`src/rtl/accdnn_blob_pkg.sv`:
```
// Shared sizing helpers for the blob output path: widths, beat counts and frame length.
package accdnn_blob_pkg;

   function automatic int unsigned clog2(input int unsigned n);
      int unsigned r;
      r = 0;
      for (longint unsigned v = 1; v < longint'(n); v = v << 1) begin
         r++;
      end
      return r;
   endfunction

   // Index width that never collapses to zero bits, so single-entry ranges still get a register.
   function automatic int unsigned idx_w(input int unsigned n);
      return (n <= 2) ? 1 : clog2(n);
   endfunction

   function automatic int unsigned lane_bits(input int unsigned dw, input int unsigned lanes);
      return dw * lanes;
   endfunction

   function automatic int unsigned beats_per_word(input int unsigned kpf,
                                                  input int unsigned out_lanes);
      return kpf / out_lanes;
   endfunction

   function automatic int unsigned words_per_frame(input int unsigned w, input int unsigned h,
                                                   input int unsigned kg);
      return w * h * kg;
   endfunction

endpackage

```
`src/rtl/sync_fifo_fwft.sv`:
```
// First-word-fall-through FIFO; a pop that coincides with a push frees room for it even when full.
module sync_fifo_fwft
   import accdnn_blob_pkg::*;
#(
   parameter int unsigned WIDTH = 33,
   parameter int unsigned DEPTH = 16
) (
   input  logic                   clk,
   input  logic                   rst,
   input  logic                   push,
   input  logic                   pop,
   input  logic [WIDTH-1:0]       wdata,
   output logic [WIDTH-1:0]       rdata_c,
   output logic [clog2(DEPTH):0]  count_next_c,
   output logic                   full,
   output logic                   empty
);

   localparam int unsigned AW = clog2(DEPTH);
   localparam int unsigned CW = AW + 1;

   logic [WIDTH-1:0] mem [DEPTH];
   logic [AW-1:0]    wr_ptr;
   logic [AW-1:0]    rd_ptr;
   logic [CW-1:0]    count;
   logic             wr_ok;
   logic             rd_ok;

   always_comb begin
      rd_ok        = pop & ~empty;
      wr_ok        = push & (~full | rd_ok);
      count_next_c = count + CW'(wr_ok) - CW'(rd_ok);
      rdata_c      = mem[rd_ptr];
   end

   always_ff @(posedge clk) begin
      if (wr_ok) begin
         mem[wr_ptr] <= wdata;
      end
   end

   // Pointers, occupancy and registered full/empty flags
   always_ff @(posedge clk) begin
      if (rst) begin
         wr_ptr <= '0;
         rd_ptr <= '0;
         count  <= '0;
         full   <= 1'b0;
         empty  <= 1'b1;
      end else begin
         if (wr_ok) begin
            wr_ptr <= wr_ptr + AW'(1);
         end
         if (rd_ok) begin
            rd_ptr <= rd_ptr + AW'(1);
         end
         count <= count_next_c;
         full  <= (count_next_c == CW'(DEPTH));
         empty <= (count_next_c == '0);
      end
   end

endmodule

```
`src/rtl/blob_out_packer.sv`:
```
// Buffers KPF-lane result words and re-emits them as OUT_LANES-wide beats with
// backpressure, frame-length checking and overflow detection.
module blob_out_packer
   import accdnn_blob_pkg::*;
#(
   parameter int unsigned DW          = 16,
   parameter int unsigned KPF         = 2,
   parameter int unsigned OUT_LANES   = 1,
   parameter int unsigned DB_W_OUT    = 4,
   parameter int unsigned DB_H_OUT    = 4,
   parameter int unsigned KG          = 2,
   parameter int unsigned FIFO_DEPTH  = 16,
   parameter int unsigned RDY_MARGIN  = 4
) (
   input  logic                      clk,
   input  logic                      rst,
   input  logic                      in_en,
   input  logic                      in_eop,
   input  logic [KPF*DW-1:0]         in_data,
   output logic                      in_rdy,
   input  logic                      out_rdy,
   output logic                      out_en,
   output logic                      out_eop,
   output logic [OUT_LANES*DW-1:0]   out_data,
   output logic                      ovf_err,
   output logic                      eop_err
);

   localparam int unsigned IN_W  = lane_bits(DW, KPF);
   localparam int unsigned OUT_W = lane_bits(DW, OUT_LANES);
   localparam int unsigned BEATS = beats_per_word(KPF, OUT_LANES);
   localparam int unsigned WPF   = words_per_frame(DB_W_OUT, DB_H_OUT, KG);
   localparam int unsigned IW    = idx_w(BEATS);
   localparam int unsigned FW    = idx_w(WPF);
   localparam int unsigned CW    = clog2(FIFO_DEPTH) + 1;

   logic [IN_W:0]      fifo_rdata;
   logic [CW-1:0]      fifo_count_next;
   logic               fifo_full;
   logic               fifo_empty;
   logic               fifo_pop;

   logic [IN_W-1:0]    head_data;
   logic               head_eop;
   logic [OUT_W-1:0]   beat_next;
   logic               load;
   logic               last_beat;
   logic               frame_end;
   logic               push_drop;

   logic               beat_valid;
   logic               beat_eop;
   logic [OUT_W-1:0]   beat_data;
   logic [IW-1:0]      beat_idx;
   logic [FW-1:0]      word_cnt;
   logic               in_rdy_q;
   logic               ovf_q;
   logic               eop_q;

   // Every in_en is offered to the FIFO; the controller only sees in_rdy after a pipeline delay.
   sync_fifo_fwft #(
      .WIDTH (IN_W + 1),
      .DEPTH (FIFO_DEPTH)
   ) u_fifo (
      .clk          (clk),
      .rst          (rst),
      .push         (in_en),
      .pop          (fifo_pop),
      .wdata        ({in_eop, in_data}),
      .rdata_c      (fifo_rdata),
      .count_next_c (fifo_count_next),
      .full         (fifo_full),
      .empty        (fifo_empty)
   );

   always_comb begin
      head_data = fifo_rdata[IN_W-1:0];
      head_eop  = fifo_rdata[IN_W];
      out_en    = beat_valid & out_rdy;
      out_eop   = out_en & beat_eop;
      load      = ~fifo_empty & (~beat_valid | out_en);
      last_beat = (beat_idx == IW'(BEATS - 1));
      fifo_pop  = load & last_beat;
      push_drop = in_en & fifo_full & ~fifo_pop;
      frame_end = (word_cnt == FW'(WPF - 1));
      beat_next = '0;
      for (int unsigned b = 0; b < BEATS; b++) begin
         if (beat_idx == IW'(b)) begin
            beat_next = head_data[b*OUT_W +: OUT_W];
         end
      end
   end

   // Beat register: reloads only when empty or when the current beat is taken.
   always_ff @(posedge clk) begin
      if (rst) begin
         beat_valid <= 1'b0;
         beat_eop   <= 1'b0;
         beat_data  <= '0;
         beat_idx   <= '0;
      end else if (load) begin
         beat_valid <= 1'b1;
         beat_data  <= beat_next;
         beat_eop   <= last_beat & head_eop;
         beat_idx   <= last_beat ? '0 : beat_idx + IW'(1);
      end else if (out_en) begin
         beat_valid <= 1'b0;
      end
   end

   // Frame counter, sticky error flags and registered ready
   always_ff @(posedge clk) begin
      if (rst) begin
         word_cnt <= '0;
         in_rdy_q <= 1'b0;
         ovf_q    <= 1'b0;
         eop_q    <= 1'b0;
      end else begin
         in_rdy_q <= (fifo_count_next < CW'(FIFO_DEPTH - RDY_MARGIN));
         if (in_en) begin
            if (in_eop || frame_end) begin
               word_cnt <= '0;
               if (in_eop != frame_end) begin
                  eop_q <= 1'b1;
               end
            end else begin
               word_cnt <= word_cnt + FW'(1);
            end
         end
         if (push_drop) begin
            ovf_q <= 1'b1;
         end
      end
   end

   assign out_data = beat_data;
   assign in_rdy   = in_rdy_q;
   assign ovf_err  = ovf_q;
   assign eop_err  = eop_q;

endmodule
```
`config.mk`:
```
export PLATFORM = sky130hd
export DESIGN_NAME = blob_out_packer
export DESIGN_NICKNAME = d
export VERILOG_FILES = /design/src/rtl/accdnn_blob_pkg.sv /design/src/rtl/sync_fifo_fwft.sv /design/src/rtl/blob_out_packer.sv
export SDC_FILE = /design/constraint.sdc
export NUM_CORES = 1
export LEC_CHECK = 0
export BUFFER_PORTS_ARGS = -buffer_cell sky130_fd_sc_hd__buf_2
export CORE_ASPECT_RATIO = 0.9
export CORE_UTILIZATION = 33
export CTS_BUF_LIST = sky130_fd_sc_hd__clkbuf_8
export CTS_CLUSTER_DIAMETER = 40
export DETAILED_ROUTE_END_ITERATION = 16
export PLACE_DENSITY = 0.53
export SYNTH_ARGS = -nofsm -noshare
export SYNTH_HDL_FRONTEND = slang
export SYNTH_SLANG_ARGS = --single-unit
```
`constraint.sdc`:
```
create_clock -name clk -period 9 [get_ports clk]
set_clock_uncertainty 0.1 [all_clocks]
set_input_delay 0.9 -clock clk [delete_from_list [all_inputs] [get_ports clk]]
set_output_delay 0.9 -clock clk [all_outputs]
set_load 0.05 [all_outputs]
```
==> results.cfg, run 1 <==
[placement]
dpl_cell_area_um2 = 23400
gp_congestion = 0.740
pre_cts_ws_ns = 4.42
io_buffers = 57
hpwlAfterDp_um = 28800

[clock_network]
cts_sinks = 574
cts_resized = 0
cts_tree = yes
insertion_delay_ns = 0.66
path_clk_slew_ns = 0.06
post_cts_buffers = 0
root_buffer = clkbuf_8
clock_path_buffers = 3
cts_made_buffers = 101
ctsHoldBuffers = 0
htree_levels = 3

[die]
die_y_um = 247
dieArea_um2 = 67900
chipWidth_um = 275
rows = 89
io_pins = 58
start_util = 0.335
coreArea_um2 = 65800

[drt]
vias = 10657
antenna_left = 0
totalWireLength_um = 51500
dr.pass1.iters = 11
vias_per_cell = 5.03
drtIter0Drc = 965
route.detailed.drc = 5
wire_per_inst_um = 24.3

[yosys]
synth_top_area_frac = 0.718
ys_ff_latch = 574
synthArstFlopShare = 0
seq_area_frac_synth = 0.760
ys_types = 42
ys_warn_count = 0
avgSynthCellArea_um2 = 20.9
synth.area.top_cells = edfxtp_1, mux4_2, dfxtp_1
synthFlopType = edfxtp_1
syn-instance-count = 1055
synth_nets = 1106
synth_common_cells = edfxtp_1, mux4_2, dfxtp_1
yosysMostFrequentCell = edfxtp_1
yosys.area.top_type = edfxtp_1
syn_area_um2 = 22100
synth_edf_count = 528

[sta]
max_freq_ghz = 0.256
worst_pin_slew_ns = 0.957
setup_slack_ns = 5.10
relSlewSlack = 0.362
post-route-period-util = 0.433
holdWs_ns = 0.361
setup_viol = 0
grt_setup_unrepaired = false
period_minus_slack_ns = 3.90
slew_viol_final = 0
fin_tns_setup_ns = 0
hold_violations = 0

[global_route]
antenna_found_initial = 2
grt_pass1_vias = 11319
grt_usage = 0.155
grt_pass1_wl_um = 76200
gr-total-overflow = 0
grt_max_degree = 48

[worst_setup_path]
critPathMaxFanout = 23
crit_arrival_ns = 4.34
crit_required_ns = 9.44
r2r_cells = 13
worstSetupStartpointType = input port
worstSetupPathType = input port to flop
critPathCaptureType = flop

[min_path]
hp-class = flop to flop
holdPathStages = 2

[layout]
layout.nets = 1234
ff_latch_area_um2 = 16800
area_growth_pct = 14.5
antennaDiodeCount = 0
drive_gt1_frac = 0.300
multi_input_area_um2 = 5000
finish.instance_area_um2 = 25300
nFillCells = 5959

[job]
max-cap-violations = 0

[power]
p_leak_nw = 7.96
ir_worst_vdd_mv = 0.0882
p_per_area_nw_per_um2 = 248

[status]
status = finished, violations left
violations = design-rule violations
==> critical path, stage by stage <==
cell and delay, ns:
buf_2 0.11, nand2b_1 0.14, buf_4 0.22, nand2_1 0.48, inv_1 0.55, ha_1 0.47
inv_1 0.04, ha_1 0.20, fa_1 0.44, a21o_1 0.20, a21oi_1 0.16, xnor2_1 0.17
nor2_1 0.08, and2_1 0.17
==> state kept, by name, summed over array words and instances (netlist names), named ones only <==
register and cells:
beat_eop 1, beat_idx 1, beat_valid 1, eop_err 1, in_rdy 1, out_data 16, ovf_err 1, u_fifo.count 5
u_fifo.empty 1, u_fifo.full 1, u_fifo.mem 528, u_fifo.rd_ptr 4, u_fifo.wr_ptr 4, word_cnt 5
==> per-stage QoR <==
step,util,power [mW],std cells
after floorplan,-,3.82,1055
after global placement,0.356,4.11,1944
after detailed placement,0.356,4.12,1944
after CTS,0.384,6.35,2120
after global routing,0.384,6.53,2120
final,0.384,6.26,2120
==> path summary, 6_finish.rpt <==
kind                    from  slack (ns)          end
setup reg to reg  beat_valid        5.20  u_fifo.full
hold reg to reg      eop_err        0.36      eop_err
hold / removal       eop_err        0.36      eop_err
setup / recovery     out_rdy        5.10  u_fifo.full
==> report_power, final <==
| group | switching (mW) | internal, mW |
|---|---|---|
| logic | 0.569 | 0.348 |
| registers | 0.0794 | 3.06 |
| clock network | 1.02 | 1.19 |
==> cell families after synthesis <==
| kind of cell | share of synthesized area |
|---|---|
| muxes | 0.159 |
| AOI/OAI and AO/OA | 0.0224 |
| DFF | 0.760 |
| and+or+nand+nor | 0.0287 |
| buffers and inverters | 0.0177 |
| adders and majority gates | 0.00827 |
| xor gates and xnor gates | 0.00357 |
==> per-layer routing <==
| layer | GRT usage | up-vias | wire, µm |
|---|---|---|---|
| met5 | 0 | - | 0 |
| met4 | 0.0435 | 0 | 733 |
| met3 | 0.0321 | 61 | 2610 |
| met2 | 0.245 | 293 | 24400 |
| met1 | 0.217 | 5675 | 23700 |
| li1 | - | 4628 | - |
==> cells in the final DEF (no fill, tap or decap), types with 9 or more instances in the layout <==
cell type / netlist / layout
dfxtp_1: 46 / 42
buf_2: 18 / 57
edfxtp_1: 528 / 528
buf_4: 8 / 27
nor2_1: 31 / 23
a21oi_1: 30 / 30
mux4_2: 131 / 131
nand4_1: 17 / 17
clkinv_2: 0 / 9
ha_1: 13 / 13
inv_1: 17 / 58
clkinv_1: 0 / 12
mux2i_1: 39 / 39
mux2_2: 16 / 16
nand2_1: 18 / 18
nand3_1: 15 / 15
clkbuf_8: 0 / 105
==> final cells by class <==
| cell class | instances | area share |
|---|---|---|
| Timing Repair Buffer | 84 | 0.0193 |
| Clock buffer | 105 | 0.0572 |
| Sequential cell | 574 | 0.664 |
| Multi-Input combinational cell | 405 | 0.198 |
| Tap cell | 864 | 0.0428 |
| Inverter | 17 | 0.00253 |
| Clock inverter | 71 | 0.0160 |
(Power assumes the default switching activity.)
==> run 2: changes to the inputs <==
==> constraint.sdc (replaced) <==
create_clock -name clk -period 3.7 [get_ports clk]
set_clock_uncertainty 0.1 [all_clocks]
set_input_delay 0.37 -clock clk [delete_from_list [all_inputs] [get_ports clk]]
set_output_delay 0.37 -clock clk [all_outputs]
set_load 0.05 [all_outputs]
==> results.cfg, run 2 (same netlist as run 1, synthesis figures left out) <==
[status]
status = finished, violations left
violations = design-rule violations

[global_route]
gr-usage-met3 = 0.0361
grt_util_met2 = 0.240
use_met1 = 0.220
grt_max_degree = 45
grt_usage = 0.156
grt_pass1_vias = 11409
antenna_found_initial = 0
grt_pass1_wl_um = 76400
gr-total-overflow = 0
top_usage_layer = met2

[die]
io_pins = 58
rows = 89
coreArea_um2 = 65800
start_util = 0.335
dieArea_um2 = 67900
die_y_um = 247
chipWidth_um = 275

[power]
sequentialPowerShare = 0.483
combPwrFrac = 0.150
power_mw = 15.8
clkPwrFrac = 0.367
p_leak_nw = 8.31
switchingPower_mw = 4.19
switching_share = 0.266
p_int_mw = 11.6
ir_worst_vdd_mv = 0.258
p_per_area_nw_per_um2 = 604

[layout]
final_cell_mix = edfxtp_1, mux4_2, clkbuf_8
antennaDiodeCount = 0
largest_register_ffs = 528
largest_register = u_fifo.mem
layout_commonest_cell = edfxtp_1
layout.nets = 1289
area_growth_pct = 18.1
drive_gt1_frac = 0.310
nFillCells = 5887
utilization = 0.396

[drt]
antenna_left = 0
vias = 10983
totalWireLength_um = 52000
vias_per_cell = 5.02
dr.pass1.iters = 11
drtIter0Drc = 840
wire_per_inst_um = 23.8
route.detailed.drc = 4

[clock_network]
clock_path_buffers = 3
cts_tree = yes
insertion_delay_ns = 0.69
post_cts_buffers = 0
cts_made_buffers = 101
cts_resized = 0
path_clk_slew_ns = 0.06
cts_sinks = 574
htree_levels = 3
root_buffer = clkbuf_8
ctsHoldBuffers = 34

[worst_setup_path]
critPathCaptureType = flop
critPathSlowestCell = fa_1
critical_path.max_stage_delay_ns = 0.44
cp_top_family = adder cells
crit_path_frequent_cell = and2_1
crit_chain = nor2b_1, a21bo_2, and2_1, ha_1, fa_1, a21o_1, a21oi_1, xnor2_1, nor2_1, and2_1
crit_arrival_ns = 3.15
crit_required_ns = 4.17
r2r-start = u_fifo.empty
worstSetupStartpointType = flop
cp-startpoint = u_fifo.empty
critPathMaxFanout = 6
worstSetupPathType = flop to flop
crit_buf_inv = 0

[sta]
relSlewSlack = 0.237
post-route-period-util = 0.725
setup_viol = 0
holdWs_ns = 0.259
fin_tns_setup_ns = 0
hold_violations = 0
max_freq_ghz = 0.373
slew_viol_final = 0
grt_setup_unrepaired = false
worst_pin_slew_ns = 1.14
period_minus_slack_ns = 2.68
setup_slack_ns = 1.02

[min_path]
hp-start = rst
hp-class = input port to flop

[placement]
io_buffers = 57
hpwlAfterDp_um = 30100
gp_congestion = 0.762
pre_cts_ws_ns = 0.838

[job]
max-cap-violations = 0
==> run 2: cell types whose count changed in the layout (fill, tap and decap cells not counted), moves of 3 or more <==
cell | before | now
clkinv_4 | 3 | 0
clkinv_2 | 9 | 13
dlygate4sd3_1 | 0 | 34
inv_1 | 58 | 46
buf_4 | 27 | 37
clkinv_1 | 12 | 25
clkbuf_8 | 105 | 112
buf_12 | 0 | 11
==> run 2: stage by stage <==
stage / cell area (µm²) / cells
2_1_floorplan: 22100 / 1055
3_3_place_gp: 23700 / 1965
3_5_place_dp: 23700 / 1965
4_1_cts: 26100 / 2188
5_1_grt: 26100 / 2188
6_report: 26100 / 2188
==> run 2: path summary, 6_finish.rpt <==
path / to / slack (ns) / cells after the start
max: u_fifo.full / 1.02 / 10
min: ovf_err / 0.26 / 2
max reg2reg: u_fifo.full / 1.02 / 10
min reg2reg: eop_err / 0.36 / 2
==> run 2: worst register-to-register path: cells and delay by family (launching register included) <==
kind                     cells  cell delay [ns]
AO/OA/AOI/OAI                3             0.60
XOR/XNOR                     1             0.18
adder cells (fa/ha/maj)      2             0.72
flip-flops                   1             0.40
AND/OR/NAND/NOR              4             0.58
==> run 2: layout make-up <==
class                      count  area, µm²  share of cell area
sequential                   574      16800               0.644
clock inverter                77        483              0.0185
inverter                      17       63.8             0.00245
clock buffer                 112       1540              0.0591
multi-input combinational    405       5000               0.192
tap                          864       1080              0.0415
timing repair buffer         139       1120              0.0431
==> run 2: metal layers <==
layer,vias up,part of all wire
li1,4747,-
met1,5833,0.46
met2,311,0.46
met3,92,0.058
met4,0,0.022
met5,-,0
==> run 2: power groups by stage <==
| stage | sequential, mW | clock [mW] | combinational [mW] |
|---|---|---|---|
| after floorplan | 7.89 | 0 | 1.39 |
| after global placement | 7.74 | 0 | 2.34 |
| after detailed placement | 7.75 | 0 | 2.35 |
| after CTS | 7.62 | 5.93 | 2.39 |
| after global routing | 7.64 | 6.21 | 2.55 |
| final | 7.62 | 5.79 | 2.36 |
==> run 3: changes to the inputs <==
--- a/config.mk
+++ b/config.mk
@@ -5,13 +5,14 @@
 export SDC_FILE = /design/constraint.sdc
 export NUM_CORES = 1
 export LEC_CHECK = 0
+export ABC_AREA = 1
 export BUFFER_PORTS_ARGS = -buffer_cell sky130_fd_sc_hd__buf_2
 export CORE_ASPECT_RATIO = 0.9
 export CORE_UTILIZATION = 33
 export CTS_BUF_LIST = sky130_fd_sc_hd__clkbuf_8
 export CTS_CLUSTER_DIAMETER = 40
 export DETAILED_ROUTE_END_ITERATION = 16
-export PLACE_DENSITY = 0.53
+export PLACE_DENSITY = 0.54
 export SYNTH_ARGS = -nofsm -noshare
 export SYNTH_HDL_FRONTEND = slang
 export SYNTH_SLANG_ARGS = --single-unit
==> constraint.sdc (replaced) <==
create_clock -name clk -period 2.1 [get_ports clk]
set_clock_uncertainty 0.1 [all_clocks]
set_input_delay 0.21 -clock clk [delete_from_list [all_inputs] [get_ports clk]]
set_output_delay 0.21 -clock clk [all_outputs]
set_load 0.05 [all_outputs]
==> results.cfg, run 3 <==
[global_route]
grt_pass1_wl_um = 98800
grt_pass1_vias = 16303
grt_max_degree = 86
antenna_found_initial = 3
gr-total-overflow = 0
grt_usage = 0.179

[layout]
utilization = 0.407
layout.nets = 2418
largest_register_ffs = 528
multi_input_area_um2 = 5820
drive_gt1_frac = 0.148
area_growth_pct = 21.3
final_cell_mix = nand2_1, edfxtp_1, nand3_1
layout_commonest_cell = nand2_1
ff_latch_area_um2 = 16800
nFillCells = 6718
finish.instance_area_um2 = 28700
largest_register = u_fifo.mem

[yosys]
syn-instance-count = 2168
yosysMostFrequentCell = nand2_1
ys_ff_latch = 574
ys_types = 28
ys_warn_count = 0
synth.area.top_cells = edfxtp_1, nand2_1, nand3_1
syn_area_um2 = 23700
seq_area_frac_synth = 0.708
synth_top_area_frac = 0.669
synthFlopType = edfxtp_1
synth_edf_count = 528
synth_common_cells = nand2_1, edfxtp_1, nand3_1
synthArstFlopShare = 0
avgSynthCellArea_um2 = 10.9
yosys.area.top_type = edfxtp_1
synth_nets = 2219

[sta]
grt_setup_unrepaired = true
relSlewSlack = 0.706
post-route-period-util = 0.965
worst_pin_slew_ns = 0.441
period_minus_slack_ns = 2.03
max_freq_ghz = 0.493
slew_viol_final = 0
setup_viol = 0
hold_violations = 0
fin_tns_setup_ns = 0

[die]
start_util = 0.336
coreArea_um2 = 70600
die_y_um = 256
io_pins = 58
chipWidth_um = 284
dieArea_um2 = 72800
rows = 92

[worst_setup_path]
worstSetupStartpointType = flop
critPathMaxFanout = 14
cp_top_family = buffers and inverters
crit_required_ns = 2.38
crit_buf_inv = 5
critPathSlowestCell = dfxtp_2
crit_chain = a21oi_4, nand2_2, nand2_1, nand2_2, clkinv_2, buf_6, nand2_1, buf_6, nor2_4, buf_12, clkbuf_16
critPathCaptureType = flop
crit_arrival_ns = 2.30
worstSetupPathType = flop to flop
critical_path.max_stage_delay_ns = 0.33

[placement]
dpl_cell_area_um2 = 26100
gp_congestion = 0.820
hpwlAfterDp_um = 40400
io_buffers = 57

[job]
max-cap-violations = 0

[min_path]
hp-class = input port to flop

[drt]
wire_per_inst_um = 19.6
vias_per_cell = 4.83
dr.pass1.iters = 6
vias = 16388
totalWireLength_um = 66500
drtIter0Drc = 1465
route.detailed.drc = 0
antenna_left = 0

[power]
p_per_area_nw_per_um2 = 1050
p_leak_nw = 11.4
ir_worst_vdd_mv = 0.690

[clock_network]
cts_tree = yes
cts_sinks = 574
clock_path_buffers = 3
root_buffer = clkbuf_8
htree_levels = 3
path_clk_slew_ns = 0.06
cts_made_buffers = 101
insertion_delay_ns = 0.69

[status]
status = completed
run 3: changes by cell type after synthesis, sizes merged, moves of 16 or more:
cell	previous run	this run
o211ai	0	17
mux2i	39	0
nand3	15	379
nand2	18	781
inv	17	192
mux4	131	0
buf	37	98
mux2	16	0
nand4	17	1
run 3: through the flow:
stage | hold WS, ns | worst slack (ns) | std cells | power [mW]
floorplan | 0.209 | -0.265 | 2168 | 17.6
global placement | 0.329 | -0.131 | 3152 | 20.2
detailed placement | 0.348 | -0.109 | 3152 | 20.3
CTS | 0.270 | 0.0218 | 3379 | 30.0
global route | 0.316 | -0.0489 | 3393 | 31.6
finish | 0.331 | 0.0731 | 3394 | 30.1
run 3: layout make-up:
type                       instances  share of cell area
multi-input combinational       1284               0.203
clock buffer                     108              0.0518
inverter                         193              0.0256
sequential                       574               0.585
tap                              940              0.0410
antenna                            1           0.0000871
clock inverter                    81              0.0139
timing repair buffer             213              0.0803
run 3: worst paths after layout:
kind,from,to,slack [ns],depth (start not counted)
worst max-delay path,u_fifo.empty,u_fifo.mem[3][17],0.07,11
worst min-delay path,rst,u_fifo.count[1],0.33,3
worst max register to register,u_fifo.empty,u_fifo.mem[3][17],0.07,11
worst min register to register,u_fifo.rd_ptr[3],flop,0.35,1
run 3: worst reg2reg max path, stage by stage, from the launching register on:
cell and delay (ns):
dfxtp_2 0.33, a21oi_4 0.12, nand2_2 0.08, nand2_1 0.08, nand2_2 0.07, clkinv_2 0.08
buf_6 0.12, nand2_1 0.07, buf_6 0.15, nor2_4 0.15, buf_12 0.15, clkbuf_16 0.20
run 3: timing repair:
item                                    in CTS  in global routing
pin swaps                                    1                  3
hold endpoints to repair                   547                  0
buffers inserted                             0                  8
gates resized for setup                      1                 29
gates cloned                                 0                  6
hold buffers                                38                  0
endpoints found under the setup margin       1                219
run 3: report_power, final:
part | switching [mW] | internal (mW) | total (mW)
Sequential | 0.280 | 13.1 | 13.3
Combinational | 4.73 | 2.49 | 7.21
Clock | 4.66 | 4.89 | 9.55
run 3: kinds of logic after synthesis:
kind of cell / Yosys count / share of synthesized area
buffers and inverters: 310 / 0.0560
xor gates and xnor gates: 4 / 0.00148
adders and majority gates: 14 / 0.00771
AOI/OAI and AO/OA: 55 / 0.0139
DFF: 574 / 0.708
and+or+nand+nor: 1211 / 0.213
run 3: metal layers:
metal / track usage / part of all wire
met5: 0 / 0.00012
met4: 0.0606 / 0.025
met3: 0.0476 / 0.086
met2: 0.272 / 0.45
met1: 0.246 / 0.44
